--- src/rtl/cache_miss_ctrl.sv ---
// Miss controller: optional dirty write-back, then line allocate, then a one-cycle fill pulse. Optional CACHE_MISS_CTRL_TIMEOUT_EN adds a sticky wait timeout.
// Clean miss fills 2 cycles after req_valid is sampled. Holds mem_req_* until mem_ready, and pipe_en stalls the pipeline while busy.
module cache_miss_ctrl #(
  parameter int ADDR_W         = 32,
  parameter int LINE_W         = 128,
  parameter int TIMEOUT_CYCLES = 1023
) (
  input  logic              clk,
  input  logic              reset,
  input  logic              req_valid,
  input  logic              req_dirty,
  input  logic [ADDR_W-1:0] req_addr,
  input  logic [ADDR_W-1:0] victim_addr,
  input  logic [LINE_W-1:0] victim_data,
  output logic              mem_req_valid,
  output logic              mem_req_rw,
  output logic [ADDR_W-1:0] mem_req_addr,
  output logic [LINE_W-1:0] mem_req_wdata,
  input  logic              mem_ready,
  input  logic [LINE_W-1:0] mem_rdata,
  output logic              fill_valid,
  output logic [LINE_W-1:0] fill_data,
  output logic              pipe_en,
  output logic              busy,
  output logic              err
);

  typedef enum logic [1:0] {IDLE, WB, ALLOC, DONE} state_t;

  state_t            state, state_nxt;
  logic              timeout;
  logic [ADDR_W-1:0] cap_req_addr;
  logic [ADDR_W-1:0] cap_victim_addr;
  logic [LINE_W-1:0] cap_victim_data;

  always_ff @(posedge clk or posedge reset) begin
    if (reset) state <= IDLE;
    else       state <= state_nxt;
  end

  always_comb begin
    state_nxt = state;
    case (state)
      IDLE:    if (req_valid) state_nxt = req_dirty ? WB : ALLOC;
      WB:      if (timeout) state_nxt = IDLE; else if (mem_ready) state_nxt = ALLOC;
      ALLOC:   if (timeout) state_nxt = IDLE; else if (mem_ready) state_nxt = DONE;
      DONE:    state_nxt = IDLE;
      default: state_nxt = IDLE;
    endcase
  end

  always_comb begin
    mem_req_valid = 1'b0;
    mem_req_rw    = 1'b0;
    mem_req_addr  = '0;
    mem_req_wdata = '0;
    fill_valid    = 1'b0;
    case (state)
      WB: begin
        mem_req_valid = 1'b1;
        mem_req_rw    = 1'b1;
        mem_req_addr  = cap_victim_addr;
        mem_req_wdata = cap_victim_data;
      end
      ALLOC: begin
        mem_req_valid = 1'b1;
        mem_req_addr  = cap_req_addr;
      end
      DONE:    fill_valid = 1'b1;
      default: ;
    endcase
  end

  assign busy    = (state != IDLE);
  assign pipe_en = (state == IDLE) && !req_valid;

  // Request fields are only sampled on the accepting edge, so later changes are ignored.
  always_ff @(posedge clk or posedge reset) begin
    if (reset) begin
      cap_req_addr    <= '0;
      cap_victim_addr <= '0;
      cap_victim_data <= '0;
    end else if (state == IDLE && req_valid) begin
      cap_req_addr    <= req_addr;
      cap_victim_addr <= victim_addr;
      cap_victim_data <= victim_data;
    end
  end

  always_ff @(posedge clk or posedge reset) begin
    if (reset)                           fill_data <= '0;
    else if (state == ALLOC && mem_ready) fill_data <= mem_rdata;
  end

`ifdef CACHE_MISS_CTRL_TIMEOUT_EN
  localparam int CNT_W = $clog2(TIMEOUT_CYCLES + 1);

  logic [CNT_W-1:0] wait_cnt;
  logic             err_q;
  logic             waiting;

  assign waiting = (state == WB || state == ALLOC) && !mem_ready;
  // The Nth stalled cycle is the one that trips, so compare against N-1.
  assign timeout = waiting && (wait_cnt == CNT_W'(TIMEOUT_CYCLES - 1));
  assign err     = err_q;

  always_ff @(posedge clk or posedge reset) begin
    if (reset) begin
      wait_cnt <= '0;
      err_q    <= 1'b0;
    end else begin
      if ((state_nxt == WB || state_nxt == ALLOC) && state_nxt != state) wait_cnt <= '0;
      else if (waiting)                                                   wait_cnt <= wait_cnt + 1'b1;
      if (timeout) err_q <= 1'b1;
    end
  end
`else
  logic unused_timeout_cfg;

  assign unused_timeout_cfg = |TIMEOUT_CYCLES;
  assign timeout            = 1'b0;
  assign err                = 1'b0;
`endif

endmodule

--- config.mk ---
export PLATFORM = sky130hd
export DESIGN_NAME = cache_miss_ctrl
export DESIGN_NICKNAME = d
export VERILOG_FILES = /design/src/rtl/cache_miss_ctrl.sv
export SDC_FILE = /design/constraint.sdc
export NUM_CORES = 1
export LEC_CHECK = 0
export BUFFER_PORTS_ARGS = -buffer_cell sky130_fd_sc_hd__buf_2
export CAP_MARGIN = 20
export CORE_AREA = 2 2 242 244
export CTS_CLUSTER_SIZE = 28
export DETAILED_ROUTE_END_ITERATION = 8
export DIE_AREA = 0 0 244 246
export PLACE_DENSITY_LB_ADDON = 0.05
export SKIP_LAST_GASP = 1
export SLEW_MARGIN = 20
export SYNTH_ARGS = -nofsm -noshare
export SYNTH_HDL_FRONTEND = slang
export SYNTH_SLANG_ARGS = --single-unit
--- constraint.sdc ---
create_clock -name clk -period 9.3 [get_ports clk]
set_clock_uncertainty 0.15 [all_clocks]
set_input_delay 0.465 -clock clk [delete_from_list [all_inputs] [get_ports clk]]
set_output_delay 0.465 -clock clk [all_outputs]
set_load 0.02 [all_outputs]
* Word level (Yosys, flattened, before mapping)
Index checks and enable logic that the tools add are counted.
** Word-level totals
- Register bits after elaboration :: 322
- Latch bits :: 0
- Bits in writable memories :: 0
- Memory bits (read-only) :: 0
- Input bits :: 325
- Output and inout bits :: 294
- Word-level logic and storage cells :: 29
- Memories :: 0
** Operators by class
- $add $sub $neg :: 0
- Multipliers :: 0
- Div/mod/pow operators :: 0
- Order comparisons :: 0
- Equal/unequal tests :: 6
- Shift operators :: 0
- Muxes and demuxes :: 10
- Bitwise logic cells :: 0
- Reduce and logical (&&, ||, !) cells :: 8
** Operators by type and width (count)
- two-way mux 128 bit :: 1
- one-hot mux 32 bit (2 select lines) :: 1
- two-way mux 2 bit :: 4
- one-hot mux 2 bit (4 select lines) :: 1
- inequality test 2 bit, second input constant :: 3
- == test 2 bit, second input constant :: 2
- logical AND 1 bit :: 3
- two-way mux 1 bit :: 3
- AND reduction 3 bit :: 1
- == test 2 x 1 -> 1 bit, second input constant :: 1
- logical NOT 2 bit :: 1
- nonzero test 2 bit :: 1
- OR reduction 2 bit :: 1
- logical NOT 1 bit :: 1

* Longest topological paths before layout
Gate-level depths: netlist of run 1.
- Depth after elaboration :: 3
- Gate-level depth with buffers :: 6
- Gate-level depth less buffers :: 5

* Worst setup path before layout of run 1
Ideal clock, no wire load.
- Path kind :: reg2out
- Start :: register state[0]
- End :: output port mem_req_addr[0]
- Data arrival time :: 1557 ps
- Data required time :: 8685 ps
- Slack :: 7128 ps
- Cell stages (with the launch flop) :: 7
- Path buffers :: 2
- Cell sequence :: dfrtp_1 inv_1 ha_1 clkbuf_1 clkbuf_1 a22oi_1 nor2b_1
** Between the ends
- Word-level cells in the longest chain between the ends :: 2
- Elaborated cells on any way between the ends :: 3
** RTL lines
- from (decl) :: line 30 : state_t state, state_nxt;
- from (signal assigned) :: line 38 : else state <= state_nxt;
- == test 2 bit or == test 2 x 1 -> 1 bit (tied branches) :: line 58 : case (state)
- one-hot mux 32 bit (2 select lines) (*) :: line 58
- to (decl) :: line 17 : output logic [ADDR_W-1:0] mem_req_addr,
Mark *: on every way between the ends. The rest lies on a longest branch, timed or not.

* Worst setup path in the final report of run 1
- Start :: register state[1]
- End :: output port mem_req_addr[31]
The elaborated chain is that of the path after synthesis.

==> results of run 1 <==
-- power by group --
part / total (W) / switching (W) / leakage [nW] / internal, W
clock: 0.00156 / 0.000623 / 0.641 / 0.000939
sequential: 0.00248 / 0.000356 / 3.80 / 0.00213
combinational: 0.00311 / 0.00171 / 6.01 / 0.00140
total: 0.00716 / 0.00269 / 10.4 / 0.00447
-- per-stage QoR --
step	total power [W]	hold slack [ns]
after global placement	0.00557	0.330
after detailed placement	0.00558	0.336
after CTS	0.00731	0.0403
after floorplan	0.00449	0.320
final	0.00716	0.0872
after global routing	0.00762	0.0902
-- worst max path at each step --
| stage | from | endpoint | slack [ns] | depth (start not counted) |
|---|---|---|---|---|
| finish | state[1] | mem_req_addr[31] | 5.62 | 6 |
| CTS | state[1] | mem_req_addr[31] | 5.37 | 6 |
| detailed placement | state[1] | mem_req_addr[31] | 5.98 | 6 |
| floorplan | reset | cap_req_addr[0] | 4.39 | 1 |
| global route | state[1] | mem_req_addr[31] | 5.24 | 6 |
| global placement | state[0] | fill_data[67] | 6.12 | 5 |
-- state kept, by name (all words and copies together) (netlist names) --
| name | cells |
|---|---|
| cap_victim_data | 128 |
| state | 2 |
| fill_data | 128 |
| cap_req_addr | 32 |
| cap_victim_addr | 32 |
-- logic make-up (layout without fill, tap and decap cells) --
| family | count (synthesis) | in the layout |
|---|---|---|
| mux | 323 | 323 |
| flops | 322 | 322 |
| simple gates | 165 | 165 |
| buf+inv | 65 | 1018 |
| compound gates | 34 | 34 |
| fa+ha+maj | 7 | 7 |
| other cells | 1 | 2 |
-- cells in the final DEF, fill, tap and decap left out, types with 2 or more instances in the layout --
cell             n
nor2b_1         32
mux2i_1          3
nand2_4          2
clkbuf_1        10
and2_1         128
clkbuf_8         9
dfrtp_1        322
buf_4            6
mux2_2         320
inv_6            2
nor2_1           2
dlygate4sd3_1  321
ha_1             5
buf_2          617
inv_1            3
clkinv_2         3
a22oi_1         32
clkbuf_16       43
buf_12           2
-- Yosys cell counts --
master and n:
dfrtp_1 322, mux2_2 320, and2_1 128, a22oi_1 32
nor2b_1 32, clkbuf_1 21, buf_6 20, buf_4 12
buf_2 8, ha_1 7, inv_1 4, mux2i_1 3
nand2_1 3, nor2_1 2, conb_1 1, o21ai_0 1
o22ai_1 1
-- metal layers --
metal / vias to the layer above / track usage [%] / share of wire [%]
li1: 5002 / - / -
met1: 5267 / 18.6 / 40
met2: 308 / 28.1 / 52
met3: 72 / 3.47 / 5.3
met4: 2 / 5.49 / 2.9
met5: - / 0 / 0.027
-- worst min-delay path, cell delays in order --
cell	delay, ns
buf_2	0.10
mux2i_1	0.06
mux2i_1	0.11
-- what timing repair did --
action                                  CTS  global route
hold buffers                            321             0
hold endpoints to repair                327             0
endpoints found under the setup margin    0             0
-- area by class of cell --
| type | count | area, µm² |
|---|---|---|
| antenna | 1 | 2.50 |
| fill | 5812 | 35600 |
| clock inverter | 6 | 62.6 |
| sequential | 322 | 8060 |
| multi-input combinational | 530 | 5030 |
| clock buffer | 62 | 1240 |
| timing repair buffer | 946 | 6390 |
| tap | 765 | 957 |
| inverter | 4 | 18.8 |
==> results_dict.tcl, run 1 <==
set metrics [dict create \
    outcome "finished, final reports clean" \
    wire_per_inst_um 18.4 \
    num_rows 88 \
    grt_max_degree 151 \
    antenna_found_initial 2 \
    drt_iter0_drc 311 \
    cpLargestDelayFamily "buffers and inverters" \
    critPathMaxFanout 81 \
    final_net_count 2177 \
    fp.dieH_um 246 \
    avgViaCountPerCell 4.04 \
    clk_pin_slew_ns 0.05 \
    syn_to_final_growth_pct 61.1 \
    post-route-worst-setup-slack_ns 5.62 \
    syn_nets 1249 \
    drive_gt1_share_pct 53.9 \
    core_area_um2 57400 \
    netlist_area_um2 13500 \
    worstHoldPathCells 3 \
    postCtsSetupBuffers 0 \
    cap_viol_max_count 0 \
    worst-setup-path-type "register to output pin" \
    drc 0 \
    r2r_cells 5 \
    required_ns 8.69 \
    crit_slowest_cell "ha_4" \
    clockBufferDepth 3 \
    r2r_start "state[0]" \
    setup_tns_ns 0 \
    synthSimpleGateAreaFrac_pct 7.55 \
    clkLatencyLatePin_ns 0.54 \
    overflow 0 \
    finalWirelength_um 48500 \
    max_slew_margin_pct 27.9 \
    fin_cells 2636 \
    portBuffers 617 \
    path_buf_inv 3 \
    synth_top_family_by_area "multiplexers" \
    worstSetupStartpointType "register" \
    synthXorXnorAreaFrac_pct 0 \
    dieArea_um2 60000 \
    yosys-top-cells-area "dfrtp_1 60%, mux2_2 27%, and2_1 5.9%" \
    synth.top_cell.area_share_pct 59.7 \
    rrSetupSlack_ns 6.11 \
    placed_cells 2246 \
    grt_pass1_vias 11469 \
    critPathMaxStageDelay_ns 0.75 \
    max_freq_ghz 0.272 \
    finalInstanceArea_um2 21700 \
    period_minus_slack_ns 3.68 \
    power.density_nw_per_um2 329 \
    pre_cts_ws_ns 5.98 \
    final_core_util_pct 37.9 \
    ys_types 17 \
    holdPathEnd "state[0]" \
    synth.area.mux_share_pct 26.9 \
    post_cts_resized 0 \
    gp_congestion 0.794 \
    vias 10651 \
    r2r_end "fill_data[98]" \
    dpl_cell_area_um2 17200 \
    avgSynthCellArea_um2 14.7 \
    cts.sinks 322 \
    synthAdderAreaFrac_pct 0.649 \
    synth_compound_area_share_pct 1.86 \
    rsz0062_at_grt "no" \
    worst_pin_slew_ns 1.08 \
    path_cells "inv_1 -> ha_4 -> buf_4 -> a22oi_1 -> nor2b_1 -> buf_2" \
    grt_pass1_wl_um 71700 \
    crit_arrival_ns 3.07 \
    syn_inst 917 \
    io-pin-count 619 \
    start_util_pct 23.5 \
    endpoint_kind "output pin" \
    dieWidth_um 244 \
    setup_viol 0 \
    cts_tree "done" \
    p_leak_nw 10.4 \
    hp-start "req_dirty" \
    ir_worst_vdd_mv 0.159 \
    drtAntennaViolNets 0 \
    ys_warn_count 0 \
    dr.pass1.iters 4 \
    ys_seq_area_share_pct 59.7 \
    cts-root-buf "clkbuf_16" \
    numCtsBuffers 41 \
    place_hpwl_um 34400 \
    grt_usage_pct 15.7 \
    hp-class "input port to register" \
    yosysTopAreaCell "dfrtp_1" \
    htree_levels 2 \
    slew_violations 0 \
    period_share_pct 39.6 \
    ys_ff_latch 322 \
    finalHoldViolCount 0 \
]
Note: power is estimated with default switching activity, not from simulation.
==> run 2, diff against run 1 <==
--- a/config.mk
+++ b/config.mk
@@ -5,12 +5,13 @@
 export SDC_FILE = /design/constraint.sdc
 export NUM_CORES = 1
 export LEC_CHECK = 0
+export ABC_AREA = 1
 export BUFFER_PORTS_ARGS = -buffer_cell sky130_fd_sc_hd__buf_2
 export CAP_MARGIN = 20
-export CORE_AREA = 2 2 242 244
+export CORE_AREA = 2 2 243 245
 export CTS_CLUSTER_SIZE = 28
 export DETAILED_ROUTE_END_ITERATION = 8
-export DIE_AREA = 0 0 244 246
+export DIE_AREA = 0 0 245 247
 export PLACE_DENSITY_LB_ADDON = 0.05
 export SKIP_LAST_GASP = 1
 export SLEW_MARGIN = 20
==> constraint.sdc (replaced) <==
create_clock -name clk -period 2.97 [get_ports clk]
set_clock_uncertainty 0.15 [all_clocks]
set_input_delay 0.1485 -clock clk [delete_from_list [all_inputs] [get_ports clk]]
set_output_delay 0.1485 -clock clk [all_outputs]
set_load 0.02 [all_outputs]
==> run 2 against run 1 <==
Combinational power grew to 3.2 times the previous value. Die area increased by 0.82%. Power grew to 3.2 times the previous value. Area after synthesis rose by 6.8%. Critical path type unchanged. Critical endpoint is now mem_req_addr[19].
==> results_dict.tcl, run 2 <==
set metrics [dict create \
    outcome "finished, final reports clean" \
    synthTopCellsByCount "846 x nand2_1, 323 x nand3_1, 322 x dfrtp_1" \
    grt_pass1_vias 15792 \
    holdPathEnd "fill_data[87]" \
    portBuffers 617 \
    synth.area.mux_share_pct 0 \
    synth.top_cell.area_share_pct 55.9 \
    synth_top_family_by_area "simple AND/OR/NAND/NOR gates" \
    multi_input_area_um2 5130 \
    hp-start "mem_ready" \
    final_net_count 3089 \
    cap_viol_max_count 0 \
    worst-setup-path-type "register to output pin" \
    avgViaCountPerCell 4.35 \
    async_flop_share_pct 100 \
    r2r_end "fill_data[22]" \
    netlist_area_um2 14400 \
    worst_pin_slew_ns 0.711 \
    setup_viol 0 \
    dieWidth_um 245 \
    rrSetupSlack_ns 0.34 \
    synthSimpleGateAreaFrac_pct 33.3 \
    antenna_found_initial 9 \
    synth_compound_area_share_pct 1.15 \
    cts.sinks 322 \
    rsz0062_at_grt "no" \
    yosysTopAreaCell "dfrtp_1" \
    post-route-worst-setup-slack_ns 0.184 \
    grt_max_degree 186 \
    hp-class "input port to register" \
    period_minus_slack_ns 2.79 \
    clockBufferDepth 3 \
    core_area_um2 58200 \
    final_common_cell "nand2_1" \
    postCtsSetupBuffers 0 \
    drc 0 \
    start_util_pct 24.8 \
    r2r_start "state[0]" \
    finalWirelength_um 62900 \
    wire_per_inst_um 17.7 \
    r2r_cells 6 \
    htree_levels 2 \
    nFillCells 6104 \
    ys_warn_count 0 \
    syn_nets 2136 \
    drtAntennaViolNets 0 \
    synth-edff-count 0 \
    syn_to_final_growth_pct 62.8 \
    dr.pass1.iters 4 \
    endpoint_kind "output pin" \
    period_share_pct 93.8 \
    vias 15499 \
    power.density_nw_per_um2 964 \
    worstSetupStartpointType "register" \
    drt_iter0_drc 564 \
    grt_usage_pct 20.0 \
    worstHoldPathCells 4 \
    total_power_w 0.0226 \
    cts-root-buf "clkbuf_16" \
    slew_violations 0 \
    seq_area_um2 8060 \
    p_leak_nw 13.4 \
    critPathMaxFanout 15 \
    ir_worst_vdd_mv 0.488 \
    syn_inst 1804 \
    clkLatencyLatePin_ns 0.57 \
    pre_cts_ws_ns 0.383 \
    io-pin-count 619 \
    yosysMostFrequentCell "nand2_1" \
    crit_arrival_ns 2.49 \
    final_core_util_pct 40.3 \
    synthXorXnorAreaFrac_pct 0 \
    yosys-top-cells-area "dfrtp_1 56%, nand2_1 22%, nand3_1 11%" \
    place_hpwl_um 42500 \
    max_freq_ghz 0.359 \
    numCtsBuffers 42 \
    ys_types 13 \
    avgSynthCellArea_um2 7.99 \
    ys_ff_latch 322 \
    dieArea_um2 60500 \
    required_ns 2.67 \
    ys_seq_area_share_pct 55.9 \
    finalHoldViolCount 0 \
    drive_gt1_share_pct 25.9 \
    grt_pass1_wl_um 93600 \
    fp.dieH_um 247 \
    gp_congestion 0.805 \
    reg_top3 "cap_victim_data (128), fill_data (128)" \
    synthAdderAreaFrac_pct 0.607 \
    overflow 0 \
    synthFlopType "dfrtp_1" \
    whs_ns 0.0557 \
    max_slew_margin_pct 52.6 \
    layout_common_cells "845 x nand2_1, 615 x buf_2, 388 x dlygate4sd3_1" \
    cts_tree "done" \
    num_rows 89 \
    clk_pin_slew_ns 0.06 \
]
==> run 2: changes by cell type in the layout (fill, tap and decap cells not counted), sizes merged, moves of 67 or more <==
cell	before	now
dlygate4sd3	321	388
nand2	3	847
inv	5	136
nand3	0	323
mux2	320	0
and2	128	0
==> run 2: how the worst max path moves through the flow <==
| stage | from | to | slack, ns | cells after the start |
|---|---|---|---|---|
| 3_5_place_dp | state[0] | mem_req_addr[19] | 0.38 | 6 |
| 3_3_place_gp | state[0] | mem_req_addr[19] | 0.43 | 6 |
| 6_report | state[0] | mem_req_addr[19] | 0.18 | 6 |
| 5_1_grt | state[0] | mem_req_addr[19] | 0.001 | 6 |
| 4_1_cts | state[0] | mem_req_addr[19] | -0.03 | 6 |
| 2_1_floorplan | reset | cap_req_addr[0] | -1.62 | 1 |
==> run 2: cell families (layout without fill, tap and decap cells) <==
kind of cell,Yosys count,after routing
adders and majority gates,7,7
other,1,6
buffers and inverters,271,1251
DFF,322,322
AOI/OAI and AO/OA,33,33
and+or+nand+nor,1170,1170
==> run 2: report_power, final <==
| group | internal (W) | switching, W | total (W) |
|---|---|---|---|
| Combinational | 0.00329 | 0.00669 | 0.00999 |
| Sequential | 0.00645 | 0.00112 | 0.00757 |
| Clock | 0.00302 | 0.00203 | 0.00505 |
==> run 2: metrics by stage <==
| stage | cell area (µm²) | instances | setup TNS, ns |
|---|---|---|---|
| after floorplan | 14400 | 1804 | -522.69 |
| after global placement | 18200 | 3097 | 0 |
| after detailed placement | 18200 | 3097 | 0 |
| after CTS | 23400 | 3556 | -0.0330 |
| after global routing | 23500 | 3561 | 0 |
| final | 23500 | 3562 | 0 |
==> run 2: critical path, stage by stage (launching register included) <==
cell	delay, ns
dfrtp_1	0.47
inv_1	0.21
ha_4	0.33
clkinv_2	0.18
buf_4	0.30
a21oi_2	0.21
buf_2	0.20
==> run 2: metal layers <==
layer / share of wire [%] / global-route usage (%) / up-vias
li1: - / - / 7475
met1: 42 / 25.1 / 7436
met2: 48 / 33.3 / 472
met3: 6.4 / 5.06 / 108
met4: 3.3 / 7.50 / 8
met5: 0.073 / 0 / -
==> run 2: repair_timing <==
item	in CTS	in global routing
cloned	0	1
hold endpoints to repair	377	0
setup endpoints to repair	16	24
hold buffers	388	0
gates resized for setup	2	2
==> run 2: area by class of cell <==
cell class,instances,share of cell area [%]
inverters,138,2.23
multi-input cells,1211,21.9
clock buffers,63,5.25
well taps,773,4.12
clock inverters,8,0.490
diodes,5,0.0533
repair buffers,1042,31.7
flip-flops and latches,322,34.3
